$ cat src/rtl/rv32_pkg.sv
// Shared widths and types for the RV32 writeback path.
// Holds the register-file geometry and the MUL/DIV result-buffer depth.
package rv32_pkg;

    localparam int XLEN          = 32;
    localparam int REG_AW        = 5;
    localparam int NREGS         = 32;
    localparam int WB_FIFO_DEPTH = 2;
    localparam int WB_PTR_W      = 1;
    localparam int WB_CNT_W      = 2;

    typedef logic [XLEN-1:0]   word_t;
    typedef logic [REG_AW-1:0] reg_addr_t;

    typedef struct packed {
        reg_addr_t rd;
        word_t     data;
    } wb_entry_t;

    // x0 is hardwired, so it never appears in a register mask
    function automatic logic [NREGS-1:0] reg_mask(input reg_addr_t addr);
        logic [NREGS-1:0] mask;
        mask       = '0;
        mask[addr] = 1'b1;
        mask[0]    = 1'b0;
        return mask;
    endfunction

endpackage

$ cat src/rtl/wb_fifo2.sv
// Two-entry result buffer for MUL/DIV writebacks.
// Head is read combinationally from the register array; a push is visible only next cycle.
module wb_fifo2
    import rv32_pkg::*;
(
    input  logic      CLK,
    input  logic      RESET,
    input  logic      push,
    input  wb_entry_t push_entry,
    input  logic      pop,
    output logic      full,
    output logic      empty,
    output wb_entry_t head
);

    wb_entry_t               mem_reg [WB_FIFO_DEPTH];
    logic [WB_PTR_W-1:0]     wr_ptr_reg, wr_ptr_next;
    logic [WB_PTR_W-1:0]     rd_ptr_reg, rd_ptr_next;
    logic [WB_CNT_W-1:0]     count_reg, count_next;
    logic                    do_push;
    logic                    do_pop;

    assign full    = (count_reg == WB_CNT_W'(WB_FIFO_DEPTH));
    assign empty   = (count_reg == '0);
    assign do_push = push && !full;
    assign do_pop  = pop && !empty;
    assign head    = mem_reg[rd_ptr_reg];

    always_comb begin
        wr_ptr_next = wr_ptr_reg;
        rd_ptr_next = rd_ptr_reg;
        count_next  = count_reg;
        if (do_push) begin
            wr_ptr_next = wr_ptr_reg + 1'b1;
        end
        if (do_pop) begin
            rd_ptr_next = rd_ptr_reg + 1'b1;
        end
        case ({do_push, do_pop})
            2'b10:   count_next = count_reg + 1'b1;
            2'b01:   count_next = count_reg - 1'b1;
            default: count_next = count_reg;
        endcase
    end

    always_ff @(posedge CLK) begin
        if (RESET) begin
            wr_ptr_reg <= '0;
            rd_ptr_reg <= '0;
            count_reg  <= '0;
        end else begin
            wr_ptr_reg <= wr_ptr_next;
            rd_ptr_reg <= rd_ptr_next;
            count_reg  <= count_next;
        end
    end

    // Data storage needs no reset: stale entries are unreachable once the count is cleared
    always_ff @(posedge CLK) begin
        if (!RESET && do_push) begin
            mem_reg[wr_ptr_reg] <= push_entry;
        end
    end

endmodule

$ cat src/rtl/writeback_ctrl.sv
// Register-file writeback arbiter: single-cycle pipeline results win, buffered MUL/DIV
// results drain when the pipeline is idle; BUSY tracks registers awaiting MUL/DIV data.
module writeback_ctrl
    import rv32_pkg::*;
(
    input  logic              CLK,
    input  logic              RESET,
    input  logic              PIPE_VALID,
    input  logic [REG_AW-1:0] PIPE_RD,
    input  logic [XLEN-1:0]   PIPE_DATA,
    input  logic              MD_ISSUE,
    input  logic [REG_AW-1:0] MD_ISSUE_RD,
    input  logic              MD_VALID,
    input  logic [REG_AW-1:0] MD_RD,
    input  logic [XLEN-1:0]   MD_DATA,
    output logic              MD_READY,
    output logic              RF_WRITE,
    output logic [REG_AW-1:0] RF_ADDRW,
    output logic [XLEN-1:0]   RF_IN,
    output logic [NREGS-1:0]  BUSY,
    output logic              MD_OVF
);

    logic              fifo_full;
    logic              fifo_empty;
    wb_entry_t         fifo_head;
    wb_entry_t         md_entry;
    logic              md_push;
    logic              md_pop;

    logic              rf_write_reg, rf_write_next;
    logic [REG_AW-1:0] rf_addrw_reg, rf_addrw_next;
    logic [XLEN-1:0]   rf_in_reg, rf_in_next;
    logic [NREGS-1:0]  busy_reg, busy_next;
    logic [NREGS-1:0]  issue_mask;
    logic [NREGS-1:0]  retire_mask;
    logic              md_ovf_reg, md_ovf_next;

    assign MD_READY = !fifo_full;
    assign md_push  = MD_VALID && MD_READY;
    assign md_pop   = !PIPE_VALID && !fifo_empty;
    assign md_entry = '{rd: MD_RD, data: MD_DATA};

    wb_fifo2 u_fifo (
        .CLK        (CLK),
        .RESET      (RESET),
        .push       (md_push),
        .push_entry (md_entry),
        .pop        (md_pop),
        .full       (fifo_full),
        .empty      (fifo_empty),
        .head       (fifo_head)
    );

    // A selected rd=0 result is consumed but suppresses the write strobe
    always_comb begin
        rf_write_next = 1'b0;
        rf_addrw_next = rf_addrw_reg;
        rf_in_next    = rf_in_reg;
        if (PIPE_VALID) begin
            rf_write_next = (PIPE_RD != '0);
            rf_addrw_next = PIPE_RD;
            rf_in_next    = PIPE_DATA;
        end else if (md_pop) begin
            rf_write_next = (fifo_head.rd != '0);
            rf_addrw_next = fifo_head.rd;
            rf_in_next    = fifo_head.data;
        end
    end

    assign md_ovf_next = md_ovf_reg || (MD_VALID && !MD_READY);

    assign issue_mask  = MD_ISSUE ? reg_mask(MD_ISSUE_RD) : '0;
    assign retire_mask = md_pop ? reg_mask(fifo_head.rd) : '0;

    // Issue beats retire on the same register: the new op still owes a result
    generate
        for (genvar gi = 0; gi < NREGS; gi++) begin : g_busy
            if (gi == 0) begin : g_zero
                assign busy_next[gi] = 1'b0;
            end else begin : g_reg
                assign busy_next[gi] = issue_mask[gi] ||
                                       (busy_reg[gi] && !retire_mask[gi]);
            end
        end
    endgenerate

    always_ff @(posedge CLK) begin
        if (RESET) begin
            rf_write_reg <= 1'b0;
            rf_addrw_reg <= '0;
            rf_in_reg    <= '0;
            busy_reg     <= '0;
            md_ovf_reg   <= 1'b0;
        end else begin
            rf_write_reg <= rf_write_next;
            rf_addrw_reg <= rf_addrw_next;
            rf_in_reg    <= rf_in_next;
            busy_reg     <= busy_next;
            md_ovf_reg   <= md_ovf_next;
        end
    end

    assign RF_WRITE = rf_write_reg;
    assign RF_ADDRW = rf_addrw_reg;
    assign RF_IN    = rf_in_reg;
    assign BUSY     = busy_reg;
    assign MD_OVF   = md_ovf_reg;

endmodule

$ cat config.mk
export PLATFORM = sky130hd
export DESIGN_NAME = writeback_ctrl
export DESIGN_NICKNAME = d
export VERILOG_FILES = /design/src/rtl/rv32_pkg.sv /design/src/rtl/wb_fifo2.sv /design/src/rtl/writeback_ctrl.sv
export SDC_FILE = /design/constraint.sdc
export NUM_CORES = 1
export LEC_CHECK = 0
export CAP_MARGIN = 20
export CELL_PAD_IN_SITES_DETAIL_PLACEMENT = 0
export CELL_PAD_IN_SITES_GLOBAL_PLACEMENT = 1
export CORE_MARGIN = 5
export CORE_UTILIZATION = 41
export CTS_BUF_LIST = sky130_fd_sc_hd__clkbuf_4 sky130_fd_sc_hd__clkbuf_8 sky130_fd_sc_hd__clkbuf_16
export DETAILED_ROUTE_END_ITERATION = 8
export GPL_TIMING_DRIVEN = 0
export PLACE_DENSITY = 0.82
export SLEW_MARGIN = 30
export SYNTH_ARGS = -nofsm -noshare
export SYNTH_HDL_FRONTEND = slang
export SYNTH_SLANG_ARGS = --single-unit
$ cat constraint.sdc
create_clock -name CLK -period 10.3 [get_ports CLK]
set_clock_uncertainty 0.15 [all_clocks]
set_input_delay 2.06 -clock CLK [delete_from_list [all_inputs] [get_ports CLK]]
set_output_delay 2.06 -clock CLK [all_outputs]
set_load 0.01 [all_outputs]
==> results.sh <==
export IMPL_finalSetupViolations=0
export IMPL_required_ns=8.09
export IMPL_nFillCells=1274
export IMPL_rsz0062_at_grt="false"
export IMPL_r2r_setup_slack_ns=7.61
export IMPL_crit_type="reg2out"
export IMPL_ys_warn_count=0
export IMPL_avgSynthCellArea_um2=11.4
export IMPL_layout_area_seq_um2=3720
export IMPL_cts_buffer_depth=2
export IMPL_htree_levels=4
export IMPL_start_util_pct=41.7
export IMPL_drtIter0Drc=270
export IMPL_grt_overflow=0
export IMPL_final_cell_mix="clkdlybuf4s50_1 (154), dfxtp_1 (75), edfxtp_1 (74)"
export IMPL_post_cts_buffers=0
export IMPL_rr_worst_depth=9
export IMPL_status="completed"
export IMPL_maxSlewHeadroom_pct=43.3
export IMPL_r2r_start="u_fifo.count_reg[1]$_SDFFE_PP0P_"
export IMPL_vias_per_cell=5.56
export IMPL_ctsHoldBuffers=0
export IMPL_io_pins=156
export IMPL_hold_violations=0
export IMPL_yosysSeqAreaShare_pct=58.7
export IMPL_final_min_clock_period_ns=4.51
export IMPL_fp_dieArea_um2=18100
export IMPL_fin_crit_sh_pct=43.8
export IMPL_rows=45
export IMPL_clkLatencyLatePin_ns=0.42
export IMPL_syn_num_nets=643
export IMPL_crit_end="MD_READY"
export IMPL_core_area_um2=15200
export IMPL_timing_final_ws_setup_ns=5.79
export IMPL_diodes=0
export IMPL_ir_drop_v=0.000133
export IMPL_grt_pass1_wl_mm=28.2
export IMPL_antenna_found_initial=0
export IMPL_worst_slew_pin_slew_ns=0.848
export IMPL_multi_input_area_um2=2410
export IMPL_netlist_area_um2=6340
export IMPL_synth_edf_count=74
export IMPL_slew_violations=0
export IMPL_r2r_end="u_fifo.mem_reg[1][15]$_DFFE_PP_"
export IMPL_drtAntennaViolNets=0
export IMPL_clkSinkCount=149
export IMPL_leakagePower_uw=0.00301
export IMPL_holdCritPathClass="reg2reg"
export IMPL_firstDrtPassIters=5
export IMPL_track_usage_pct=19.8
export IMPL_largest_register_ffs=74
export IMPL_area_delta_synth_final_pct=39.0
export IMPL_fmax_mhz=222
export IMPL_drc_errors=0
export IMPL_synth_async_reset_ratio_pct=0
export IMPL_cp_end_kind="output port"
export IMPL_ys_ff_latch=149
export IMPL_fp_dieW_um=134
export IMPL_utilization_pct=58.0
export IMPL_p_per_area_nw_per_um2=220
export IMPL_pre_cts_ws_ns=5.55
export IMPL_drt_total_wl_mm=17.8
export IMPL_fin_nets=826
export IMPL_tns_ns=0
export IMPL_path_clk_slew_ns=0.06
export IMPL_cts_resized=0
export IMPL_ys_types=45
export IMPL_final_common_cell="clkdlybuf4s50_1"
export IMPL_final_cell_area_um2=8820
export IMPL_numCtsBuffers=17
export IMPL_drive_gt1_share_pct=8.22
export IMPL_final_hold_worst_slack_ns=0.325
export IMPL_dpl_cell_area_um2=8220
export IMPL_start_kind="flip-flop"
export IMPL_wire_per_inst_um=18.9
export IMPL_grt_max_degree=17
export IMPL_dp_hpwl_mm=13.5
export IMPL_port_buffer_count=154
export IMPL_cp_arrival_ns=2.30
export IMPL_worstPathMaxFanout=10
export IMPL_grt_pass1_vias=5398
export IMPL_vias=5242
export IMPL_clockRootBuffer="clkbuf_16"
export IMPL_place_gp_congestion=0.791
export IMPL_cts_tree="built"
export IMPL_max_cap_violations=0
export IMPL_crit_start="u_fifo.count_reg[1]$_SDFFE_PP0P_"
export IMPL_die_h_um=134
export IMPL_synth_ff_type="dfxtp_1"
export IMPL_syn_inst=558
[cell type report]
class | instances | share of cell area, %
Buffer | 46 | 2.38
Multi-Input combinational cell | 359 | 27.3
Clock buffer | 18 | 4.91
Tap cell | 188 | 2.67
Inverter | 4 | 0.170
Timing Repair Buffer | 164 | 18.5
Sequential cell | 149 | 42.2
Clock inverter | 14 | 1.80
[through the flow]
stage | cells | power, uW
after floorplan | 558 | 1110
after global placement | 900 | 1300
after detailed placement | 910 | 1320
after CTS | 942 | 1950
after global routing | 942 | 2030
final | 942 | 1940
[Yosys cell counts, types with 2 or more instances]
cell type	n	area (um^2)
a32o_1	7	70.1
xor2_1	2	17.5
a21oi_1	40	200
a221o_1	7	70.1
a221oi_1	24	210
o21ai_1	15	75.1
o21ai_0	12	60.1
or4b_1	4	40.0
or4bb_1	2	22.5
and3b_1	2	17.5
clkbuf_1	26	97.6
nand4b_1	4	35.0
nor3_1	39	195
buf_1	3	11.3
nand3b_1	3	22.5
nor4bb_1	2	20.0
nor3b_1	4	30.0
nand2b_1	24	150
dfxtp_1	75	1500
mux2i_1	37	370
a211o_1	37	324
or3b_1	3	26.3
or4_1	2	15.0
nand2_1	63	236
buf_4	4	30.0
edfxtp_1	74	2220
nor2_1	5	18.8
nand4bb_1	4	45.0
or3_1	3	18.8
buf_2	12	60.1
or2_2	2	12.5
inv_1	4	15.0
[power breakdown]
part,switching [uW],internal [uW]
Sequential,36.7,689
Combinational,317,272
Clock,241,381
[per-layer routing]
layer,wire length (um),vias up,share of wire (%),track usage (%)
li1,-,2496,-,-
met1,7320,2510,41,23.0
met2,8870,211,50,33.7
met3,1350,25,7.6,7.20
met4,277,0,1.6,7.01
met5,0,-,0,0
[how the worst min path moves through the flow]
| stage | depth (start not counted) | end | start | slack [ns] |
|---|---|---|---|---|
| 6_report | 2 | MD_OVF$_SDFF_PP0_ | MD_OVF$_SDFF_PP0_ | 0.33 |
| 5_1_grt | 2 | BUSY[5]$_SDFF_PP0_ | BUSY[5]$_SDFF_PP0_ | 0.36 |
| 4_1_cts | 2 | MD_OVF$_SDFF_PP0_ | MD_OVF$_SDFF_PP0_ | 0.33 |
| 3_5_place_dp | 2 | MD_OVF$_SDFF_PP0_ | MD_OVF$_SDFF_PP0_ | 0.32 |
| 3_3_place_gp | 2 | MD_OVF$_SDFF_PP0_ | MD_OVF$_SDFF_PP0_ | 0.32 |
| 2_1_floorplan | 2 | u_fifo.wr_ptr_reg$_SDFFE_PP0P_ | u_fifo.wr_ptr_reg$_SDFFE_PP0P_ | 0.32 |
[cells by family (layout without fill, tap and decap cells)]
group	Yosys count	after routing	share of synthesized area, %
xor gates and xnor gates	3	3	0.414
adders and majority gates	1	1	0.197
DFF	149	149	58.7
buffers and inverters	50	246	3.55
and+or+nand+nor	172	172	15.0
muxes	37	37	5.84
AOI/OAI and AO/OA	145	145	16.3
other	1	1	0.0591
[critical path, cell delays in order (launching register included)]
cell,delay (ns)
dfxtp_1,0.31
clkbuf_1,0.21
clkbuf_1,0.42
nor2b_1,0.35
inv_1,0.11
clkdlybuf4s50_1,0.50
(Power assumes the default switching activity.)
